[config.mk]
export PLATFORM = sky130hd
export DESIGN_NAME = output_seg_led_flat
export DESIGN_NICKNAME = d
export VERILOG_FILES = /design/src/rtl/output_seg_led_if.sv /design/src/rtl/output_seg_led.sv /design/src/flat_wrapper.sv
export SDC_FILE = /design/constraint.sdc
export NUM_CORES = 1
export LEC_CHECK = 0
export ABC_AREA = 1
export CAP_MARGIN = 15
export CORE_MARGIN = 2
export CORE_UTILIZATION = 59
export DETAILED_ROUTE_END_ITERATION = 7
export GPL_ROUTABILITY_DRIVEN = 0
export PLACE_DENSITY = 0.81
export SLEW_MARGIN = 40
export SYNTH_ARGS = -nofsm -noshare
export SYNTH_HDL_FRONTEND = slang
export SYNTH_SLANG_ARGS = --single-unit
[constraint.sdc]
create_clock -name clk -period 2.15 [get_ports clk]
set_input_delay 0.5375 -clock clk [delete_from_list [all_inputs] [get_ports clk]]
set_output_delay 0.5375 -clock clk [all_outputs]
set_load 0.02 [all_outputs]
[src/rtl/output_seg_led_if.sv]
// output_seg_led_if: CPU-side display words in, board-side serial chain waveforms out.
// master = the side that supplies display words and receives the chain pins,
// slave  = the display driver itself.
interface output_seg_led_if;
    logic [31:0] seg_data;
    logic [7:0]  seg_point;
    logic [7:0]  seg_blank;
    logic [15:0] led_data;

    logic        seg_clk;
    logic        seg_sout;
    logic        seg_pen;
    logic        seg_clrn;
    logic        led_clk;
    logic        led_sout;
    logic        led_pen;
    logic        led_clrn;
    logic        busy;

    modport master (
        output seg_data, seg_point, seg_blank, led_data,
        input  seg_clk, seg_sout, seg_pen, seg_clrn,
        input  led_clk, led_sout, led_pen, led_clrn,
        input  busy
    );

    modport slave (
        input  seg_data, seg_point, seg_blank, led_data,
        output seg_clk, seg_sout, seg_pen, seg_clrn,
        output led_clk, led_sout, led_pen, led_clrn,
        output busy
    );
endinterface

[src/rtl/output_seg_led.sv]
// output_seg_led: serial driver for the 8-digit 7-segment chain and the 16-LED chain.
// Snapshots the display words, hex-decodes them, shifts 64 bit slots MSB-first
// (digit 7 first), then pulses the latch. A frame is sent once after reset and
// whenever the live inputs differ from the last snapshot.
// Optional feature macro: OUTPUT_SEG_LED_CHAIN_EN enables the LED chain and makes
// led_data part of change detection; without it the LED pins are held idle.
module output_seg_led #(
    parameter int unsigned CLK_DIV = 2
) (
    input  logic            clk,
    input  logic            rst,
    output_seg_led_if.slave bus
);

    typedef enum logic [1:0] {
        IDLE,
        LOAD,
        SHIFT,
        LATCH
    } state_t;

    localparam logic [7:0] DIV_LAST = 8'(CLK_DIV - 1);

    state_t      state;
    logic        pending;
    logic [7:0]  div_cnt;
    logic [5:0]  bit_cnt;
    logic [63:0] seg_shift;
    logic [63:0] seg_word;
    logic [31:0] snap_data;
    logic [7:0]  snap_point;
    logic [7:0]  snap_blank;
    logic        changed;

    logic        seg_clk_r;
    logic        seg_sout_r;
    logic        seg_pen_r;
    logic        clrn_r;
    logic        busy_r;

    logic        div_last;
    logic        start;
    logic        load_exit;
    logic        slot_rise;
    logic        slot_end;
    logic        last_slot;
    logic        latch_end;

    // Active-low {g,f,e,d,c,b,a} for one hex digit (0 = segment lit).
    function automatic logic [6:0] hex_to_seg(input logic [3:0] nib);
        logic [6:0] s;
        case (nib)
            4'h0:    s = 7'h40;
            4'h1:    s = 7'h79;
            4'h2:    s = 7'h24;
            4'h3:    s = 7'h30;
            4'h4:    s = 7'h19;
            4'h5:    s = 7'h12;
            4'h6:    s = 7'h02;
            4'h7:    s = 7'h78;
            4'h8:    s = 7'h00;
            4'h9:    s = 7'h10;
            4'hA:    s = 7'h08;
            4'hB:    s = 7'h03;
            4'hC:    s = 7'h46;
            4'hD:    s = 7'h21;
            4'hE:    s = 7'h06;
            default: s = 7'h0E;
        endcase
        return s;
    endfunction

    // One chain byte {dp,g,f,e,d,c,b,a}; a blanked digit is fully dark.
    function automatic logic [7:0] digit_byte(input logic [3:0] nib, input logic point,
                                              input logic blank);
        logic [7:0] b;
        if (blank) begin
            b = '1;
        end else begin
            b = {~point, hex_to_seg(nib)};
        end
        return b;
    endfunction

    // Decode the live inputs into the 64-bit segment word, digit 7 in the top byte.
    always_comb begin
        seg_word = '1;
        for (int unsigned i = 0; i < 8; i++) begin
            seg_word[8*i +: 8] = digit_byte(bus.seg_data[4*i +: 4], bus.seg_point[i],
                                            bus.seg_blank[i]);
        end
    end

    assign div_last  = (div_cnt == DIV_LAST);
    assign start     = (state == IDLE) && (pending || changed);
    assign load_exit = (state == LOAD);
    assign slot_rise = (state == SHIFT) && div_last && !seg_clk_r;
    assign slot_end  = (state == SHIFT) && div_last && seg_clk_r;
    assign last_slot = (bit_cnt == 6'd63);
    assign latch_end = (state == LATCH) && div_last;

    // Frame sequencer: snapshot, slot timing, segment chain pins and busy.
    always_ff @(posedge clk) begin
        if (rst) begin
            state      <= IDLE;
            pending    <= 1'b1;
            div_cnt    <= '0;
            bit_cnt    <= '0;
            seg_shift  <= '1;
            snap_data  <= '0;
            snap_point <= '0;
            snap_blank <= '0;
            seg_clk_r  <= 1'b0;
            seg_sout_r <= 1'b1;
            seg_pen_r  <= 1'b0;
            busy_r     <= 1'b0;
        end else begin
            case (state)
                IDLE: begin
                    if (start) begin
                        snap_data  <= bus.seg_data;
                        snap_point <= bus.seg_point;
                        snap_blank <= bus.seg_blank;
                        seg_shift  <= seg_word;
                        pending    <= 1'b0;
                        busy_r     <= 1'b1;
                        state      <= LOAD;
                    end
                end
                LOAD: begin
                    seg_sout_r <= seg_shift[63];
                    seg_shift  <= {seg_shift[62:0], 1'b1};
                    div_cnt    <= '0;
                    bit_cnt    <= '0;
                    seg_clk_r  <= 1'b0;
                    state      <= SHIFT;
                end
                SHIFT: begin
                    if (div_last) begin
                        div_cnt <= '0;
                        if (!seg_clk_r) begin
                            seg_clk_r <= 1'b1;
                        end else begin
                            seg_clk_r <= 1'b0;
                            bit_cnt   <= bit_cnt + 6'd1;
                            if (last_slot) begin
                                seg_sout_r <= 1'b1;
                                seg_pen_r  <= 1'b1;
                                state      <= LATCH;
                            end else begin
                                seg_sout_r <= seg_shift[63];
                                seg_shift  <= {seg_shift[62:0], 1'b1};
                            end
                        end
                    end else begin
                        div_cnt <= div_cnt + 8'd1;
                    end
                end
                LATCH: begin
                    if (div_last) begin
                        div_cnt   <= '0;
                        seg_pen_r <= 1'b0;
                        busy_r    <= 1'b0;
                        state     <= IDLE;
                    end else begin
                        div_cnt <= div_cnt + 8'd1;
                    end
                end
                default: state <= IDLE;
            endcase
        end
    end

    // Chain clears follow reset one cycle late; both chains share this register.
    always_ff @(posedge clk) begin
        clrn_r <= ~rst;
    end

    assign bus.seg_clk  = seg_clk_r;
    assign bus.seg_sout = seg_sout_r;
    assign bus.seg_pen  = seg_pen_r;
    assign bus.seg_clrn = clrn_r;
    assign bus.busy     = busy_r;

`ifdef OUTPUT_SEG_LED_CHAIN_EN
    logic [15:0] snap_led;
    logic [15:0] led_shift;
    logic        led_clk_r;
    logic        led_sout_r;
    logic        led_pen_r;

    assign changed = {bus.seg_data, bus.seg_point, bus.seg_blank, bus.led_data} !=
                     {snap_data, snap_point, snap_blank, snap_led};

    // LED chain rides on the segment slot strobes; its clock runs only in slots 0..15
    // and the 1-filled shifter leaves sout high for the remaining slots.
    always_ff @(posedge clk) begin
        if (rst) begin
            snap_led   <= '0;
            led_shift  <= '1;
            led_clk_r  <= 1'b0;
            led_sout_r <= 1'b1;
            led_pen_r  <= 1'b0;
        end else begin
            if (start) begin
                snap_led  <= bus.led_data;
                led_shift <= ~bus.led_data;
            end else if (load_exit || (slot_end && !last_slot)) begin
                led_sout_r <= led_shift[15];
                led_shift  <= {led_shift[14:0], 1'b1};
            end

            if (slot_rise && (bit_cnt < 6'd16)) begin
                led_clk_r <= 1'b1;
            end else if (slot_end) begin
                led_clk_r <= 1'b0;
            end

            if (slot_end && last_slot) begin
                led_sout_r <= 1'b1;
                led_pen_r  <= 1'b1;
            end else if (latch_end) begin
                led_pen_r <= 1'b0;
            end
        end
    end

    assign bus.led_clk  = led_clk_r;
    assign bus.led_sout = led_sout_r;
    assign bus.led_pen  = led_pen_r;
    assign bus.led_clrn = clrn_r;
`else
    logic unused_led_data;

    assign unused_led_data = ^{bus.led_data, load_exit, slot_rise, latch_end};
    assign changed = {bus.seg_data, bus.seg_point, bus.seg_blank} !=
                     {snap_data, snap_point, snap_blank};

    assign bus.led_clk  = 1'b0;
    assign bus.led_sout = 1'b1;
    assign bus.led_pen  = 1'b0;
    assign bus.led_clrn = clrn_r;
`endif

endmodule

[src/flat_wrapper.sv]
// flat-port wrapper written by rule: the top's interface ports become plain ports
module output_seg_led_flat 
#(
    parameter int unsigned CLK_DIV = 2
)
  (clk, rst, bus_seg_data, bus_seg_point, bus_seg_blank, bus_led_data, bus_seg_clk, bus_seg_sout, bus_seg_pen, bus_seg_clrn, bus_led_clk, bus_led_sout, bus_led_pen, bus_led_clrn, bus_busy);
  output_seg_led_if bus_i ();
  input  logic clk;
  input  logic rst;
  input wire logic [$bits(bus_i.seg_data)-1:0] bus_seg_data;
  input wire logic [$bits(bus_i.seg_point)-1:0] bus_seg_point;
  input wire logic [$bits(bus_i.seg_blank)-1:0] bus_seg_blank;
  input wire logic [$bits(bus_i.led_data)-1:0] bus_led_data;
  output wire logic [$bits(bus_i.seg_clk)-1:0] bus_seg_clk;
  output wire logic [$bits(bus_i.seg_sout)-1:0] bus_seg_sout;
  output wire logic [$bits(bus_i.seg_pen)-1:0] bus_seg_pen;
  output wire logic [$bits(bus_i.seg_clrn)-1:0] bus_seg_clrn;
  output wire logic [$bits(bus_i.led_clk)-1:0] bus_led_clk;
  output wire logic [$bits(bus_i.led_sout)-1:0] bus_led_sout;
  output wire logic [$bits(bus_i.led_pen)-1:0] bus_led_pen;
  output wire logic [$bits(bus_i.led_clrn)-1:0] bus_led_clrn;
  output wire logic [$bits(bus_i.busy)-1:0] bus_busy;
  assign bus_i.seg_data = bus_seg_data;
  assign bus_i.seg_point = bus_seg_point;
  assign bus_i.seg_blank = bus_seg_blank;
  assign bus_i.led_data = bus_led_data;
  assign bus_seg_clk = bus_i.seg_clk;
  assign bus_seg_sout = bus_i.seg_sout;
  assign bus_seg_pen = bus_i.seg_pen;
  assign bus_seg_clrn = bus_i.seg_clrn;
  assign bus_led_clk = bus_i.led_clk;
  assign bus_led_sout = bus_i.led_sout;
  assign bus_led_pen = bus_i.led_pen;
  assign bus_led_clrn = bus_i.led_clrn;
  assign bus_busy = bus_i.busy;
  output_seg_led #(.CLK_DIV(CLK_DIV)) u_core (.clk(clk), .rst(rst), .bus(bus_i));
endmodule
* Yosys cells after proc, flatten, opt, wreduce, memory -nomap -nowiden
Memory sizes are Yosys's and may differ from the RTL's.
Index checks and enable logic that the tools add are counted.
** Word-level totals
- Word-level logic and storage cells :: 98
- Memories kept :: 8
- Bits in registers :: 134
- Bits of input ports :: 66
- Memory bits (read-only) :: 896
** Memories
- (name not given) :: depth 16, bits a word 7, rd ports 1, clocked after memory_dff 0, wr ports 0, RTL line output_seg_led.sv:52 : case (nib)
- (name not given) :: depth 16, bits a word 7, rd ports 1, clocked after memory_dff 0, wr ports 0, RTL line output_seg_led.sv:52
- (name not given) :: depth 16, bits a word 7, rd ports 1, clocked after memory_dff 0, wr ports 0, RTL line output_seg_led.sv:52
- (name not given) :: depth 16, bits a word 7, rd ports 1, clocked after memory_dff 0, wr ports 0, RTL line output_seg_led.sv:52
- (name not given) :: depth 16, bits a word 7, rd ports 1, clocked after memory_dff 0, wr ports 0, RTL line output_seg_led.sv:52
- (name not given) :: depth 16, bits a word 7, rd ports 1, clocked after memory_dff 0, wr ports 0, RTL line output_seg_led.sv:52
- 2 more memories
** Cells by class
- Reduce and logical (&&, ||, !) cells :: 16
- Equality and inequality tests :: 12
- Multiplexer cells :: 38
- Bitwise gates (word level) :: 9
- Add/subtract/negate cells :: 2
** Operator list (count)
- $mux W64 :: 4
- $pmux W64 S3 :: 1
- $mux W8 :: 9
- $ne A48 B48 Y1 :: 1
- $pmux W8 S2 :: 1
- $reduce_and A5 Y1 :: 3
- $mux W6 :: 2
- $pmux W6 S2 :: 1
- $mux W1 :: 10
- $mux W2 :: 5
- $ne A2 B1 Y1 const B :: 5
- $not A1 Y1 :: 9
- $add A8 B1 Y8 const B :: 1
- $eq A8 B1 Y1 const B :: 1
- $pmux W1 S2 :: 4
- $pmux W2 S4 :: 1
- $reduce_bool A2 Y1 :: 4
- $add A6 B1 Y6 const B :: 1
- $eq A6 B6 Y1 const B :: 1
- $reduce_and A3 Y1 :: 2
- $eq A2 B2 Y1 const B :: 2
- $reduce_and A2 Y1 :: 2
- $reduce_bool A3 Y1 :: 1
- $eq A2 B1 Y1 const B :: 1
- other kinds (5) :: 5

* Depth between registers and ports, before layout
Gate-level depths: netlist (run 1).
- Depth in word-level cells :: 5
- Mapped depth :: 15
- Depth with buffers taken out :: 12

* Least setup slack after synthesis (run 1)
Ideal clock, no wire load.
- Path kind :: input port to flip-flop
- Start point :: input bus_seg_data[7]
- End point :: register u_core.seg_shift[57]
- Cell stages on the path :: 13
- Arrival :: 1.790 ns
- Library setup time :: 0.133 ns
- Setup slack :: 0.227 ns
- Path buffers :: 3
- Path through :: buf_4 inv_4 o21ai_0 nor2_1 nand2_1 nor2_1 nand2_1 nor2_2 nand3_2 buf_6 buf_6 nand3_1 nand3_1
** Between the ends
- Word-level cells in the longest chain between the ends :: 5
** Ends and longest elaborated chain
- from (decl) :: RTL line flat_wrapper.sv:10 : input wire logic [$bits(bus_i.seg_data)-1:0] bus_seg_data;
- $ne A48 B48 Y1 :: RTL line output_seg_led.sv:236 : assign changed = {bus.seg_data, bus.seg_point, bus.seg_blank} !=
- $logic_or A1 B1 Y1 :: RTL line output_seg_led.sv:95 : assign start = (state == IDLE) && (pending || changed);
- $logic_and A1 B1 Y1 :: RTL line output_seg_led.sv:95
- $ne A2 B1 Y1 (no source line)
- $reduce_and A5 Y1 (no source line)
- to (signal assigned) :: RTL line output_seg_led.sv:124 : seg_shift <= seg_word;
- to (signal assigned) :: RTL line output_seg_led.sv:132 : seg_shift <= {seg_shift[62:0], 1'b1};
- to (signal assigned) :: RTL line output_seg_led.sv:152 : seg_shift <= {seg_shift[62:0], 1'b1};
- to (decl) :: RTL line output_seg_led.sv:28 : logic [63:0] seg_shift;
No other way between the ends.
A chain may end at the register's enable or synchronous reset.

* Worst setup path in the final report (run 1)
- Start point :: input bus_seg_data[7]
- End point :: register u_core.seg_shift[42]
Same word-level chain as after synthesis.

==> results.sh, run 1 <==
export IMPL_grt_antenna_before_repair=0
export IMPL_wire_per_inst_um=15.9
export IMPL_hpwl_um=15700
export IMPL_via_per_inst=5.85
export IMPL_status="complete, no violations"
export IMPL_grt_max_degree=44
export IMPL_routed_wl_um=25900
export IMPL_synth_area_per_cell_um2=6.56
export IMPL_critPathLaunchType="input pin"
export IMPL_p_per_area_nw_per_um2=1290
export IMPL_yosysTopAreaCellShare_pct=31.7
export IMPL_hold_violations=0
export IMPL_synth_edf_count=0
export IMPL_netlist_top_cells_area="dfxtp_1 32%, nand2_1 14%, nand3_1 13%, ha_1 8.0%, a21oi_1 5.4%"
export IMPL_holdCritPathClass="reg -> reg"
export IMPL_cts_buffers=17
export IMPL_endpoint_kind="register"
export IMPL_finClkSkew_ns=0.0101
export IMPL_synthFlopType="dfxtp_1"
export IMPL_synthArstFlopShare_pct=0
export IMPL_grt_pass1_vias=8051
export IMPL_syn_inst=1291
export IMPL_die_area_um2=15300
export IMPL_drc=0
export IMPL_ios=75
export IMPL_synth_cell_area_um2=8470
export IMPL_drive_above_1_share_pct=15.2
export IMPL_synth_most_common_cell="nand2_1"
export IMPL_cts_reportedPaths_clkPinSlew_ns=0.06
export IMPL_total_leakage_power_nw=5.28
export IMPL_floorplan_initialDensity_pct=60.8
export IMPL_nets=1553
export IMPL_synth_top_cell_by_area="dfxtp_1"
export IMPL_synth_seq_area_share_pct=31.7
export IMPL_cap_violations=0
export IMPL_htreeDepth=4
export IMPL_arrival_ns=2.47
export IMPL_finalPower_mw=14.2
export IMPL_worst_ep_required_time_ns=2.52
export IMPL_die_w_um=124
export IMPL_place_area_um2=9900
export IMPL_critical_path_class="in -> reg"
export IMPL_ys_warn_count=0
export IMPL_area_delta_synth_final_pct=30.1
export IMPL_fin_crit_sh_pct=97.6
export IMPL_coreArea_um2=13900
export IMPL_antenna_cells=0
export IMPL_final_area_um2=11000
export IMPL_drt_iter0_drc=1005
export IMPL_route_vias_total=9511
export IMPL_clock_fmax_mhz=477
export IMPL_detail_route_antenna_nets=0
export IMPL_period_needed_ns=2.10
export IMPL_drv_slew=0
export IMPL_die_height_um=124
export IMPL_ctsLongestPathBuffers=2
export IMPL_overflow=0
export IMPL_root_buffer="clkbuf_16"
export IMPL_synth_common_cells="324 x nand2_1, 215 x nand3_1, 134 x dfxtp_1"
export IMPL_yosys_register_bits=134
export IMPL_path_max_fanout=7
export IMPL_rows=43
export IMPL_synth_distinct_cells=39
export IMPL_cts_sinks=134
export IMPL_grt_usage_pct=31.4
export IMPL_dr_pass1_iters=6
export IMPL_cts_hold_buffers=0
export IMPL_grt_pass1_wl_um=37900
export IMPL_cts_tree="done"
export IMPL_worstSkewPairLatency_ns=0.44
export IMPL_io_buffers=55
export IMPL_setup_violations=0
export IMPL_ir_drop_mv=0.828
[stage by stage]
stage	worst slack, ns	hold WS, ns	utilization, %	cells	setup TNS, ns
2_1_floorplan	0.227	0.420	-	1292	0
3_3_place_gp	-0.498	0.432	71.0	1581	-52.35
3_5_place_dp	-0.580	0.441	71.0	1581	-56.01
4_1_cts	0.00769	0.453	75.9	1613	0
5_1_grt	-0.0582	0.463	79.1	1625	-1.64
6_report	0.0523	0.452	79.1	1625	0
[metal layers]
| layer | routed length (um) | up-vias | track usage (%) |
|---|---|---|---|
| met5 | 0 | - | 0 |
| met4 | 916 | 0 | 11.9 |
| met3 | 2320 | 89 | 6.91 |
| met2 | 12200 | 515 | 51.8 |
| met1 | 10500 | 4354 | 40.1 |
| li1 | - | 4553 | - |
[report_power, final]
group | internal [mW] | switching [mW]
clock | 2.06 | 1.11
sequential | 3.40 | 0.552
combinational | 3.02 | 4.09
[registers in the layout (all words and copies together), names as in the netlist]
register,count
u_core.seg_shift,64
u_core.snap_data,32
u_core.div_cnt,8
u_core.snap_blank,8
u_core.snap_point,8
u_core.bit_cnt,6
u_core.state,2
u_core.bus.busy,1
u_core.bus.led_clrn,1
u_core.bus.seg_clk,1
u_core.bus.seg_pen,1
u_core.bus.seg_sout,1
u_core.pending,1
[logic make-up after synthesis]
kind of cell | count (synthesis) | share of synthesized area, %
adder cells (fa/ha/maj) | 54 | 7.98
other | 2 | 0.0887
AND/OR/NAND/NOR | 713 | 36.8
flip-flops | 134 | 31.7
XOR/XNOR | 13 | 1.34
AO/OA/AOI/OAI | 193 | 12.5
buffers and inverters | 182 | 9.66
[placed cells by master (no fill, tap or decap), types with 5 or more instances in the layout]
master	synthesis	layout
a21oi_1	92	88
ha_1	54	53
nand2_1	324	320
nand3b_1	16	16
inv_1	93	91
dlymetal6s2s_1	0	34
nand4_1	5	5
nand3_1	215	212
xnor2_1	10	10
buf_4	14	121
dfxtp_1	134	134
nor2_4	0	5
o211ai_1	9	9
inv_2	11	13
buf_6	8	6
nor3_1	19	19
a31oi_1	33	33
nor2_2	3	6
clkbuf_16	0	26
clkdlybuf4s50_1	0	10
buf_12	0	7
nor2_1	117	109
o21ai_0	42	42
dlygate4sd2_1	0	10
[critical path, stage by stage]
cell and delay [ns]:
dlygate4sd2_1 0.27, inv_4 0.04, nand2_1 0.07, nand2_1 0.05, inv_1 0.04, nand2_1 0.11
nor2_4 0.17, nand3_2 0.10, nor2_2 0.18, buf_4 0.15, nand3_4 0.19, nand2_8 0.22
buf_6 0.18, nand2_1 0.08, nand3_1 0.07
[final cells by class]
class | instances | area (um2)
Sequential cell | 134 | 2680
Inverter | 105 | 397
Tap cell | 180 | 225
Multi-Input combinational cell | 976 | 5100
Clock buffer | 24 | 492
Fill cell | 959 | 2910
Timing Repair Buffer | 199 | 1990
Clock inverter | 7 | 141
[final timing paths]
kind	depth (start not counted)	end	slack (ns)	from
max	15	u_core.seg_shift[42]	0.05	bus_seg_data[7]
min	2	u_core.bit_cnt[4]	0.45	u_core.bit_cnt[4]
max reg2reg	7	u_core.seg_shift[20]	0.06	u_core.state[1]
min reg2reg	2	u_core.bit_cnt[4]	0.45	u_core.bit_cnt[4]
[repair_timing]
item                       in CTS  in global routing
hold endpoints to repair        0                  0
pin swaps                       2                 21
setup buffers                   0                  1
gates cloned                    1                 11
setup endpoints to repair      94                115
gates resized for setup        21                 59
Power figures use the tool's default switching activity.
==> run 2: changes to the inputs <==
--- a/config.mk
+++ b/config.mk
@@ -9,6 +9,7 @@
 export CAP_MARGIN = 15
 export CORE_MARGIN = 2
 export CORE_UTILIZATION = 59
+export CTS_CLUSTER_SIZE = 28
 export DETAILED_ROUTE_END_ITERATION = 7
 export GPL_ROUTABILITY_DRIVEN = 0
 export PLACE_DENSITY = 0.81
==> results of run 2 <==
No change in the layout: final DEF, timing and power equal those of run 1.
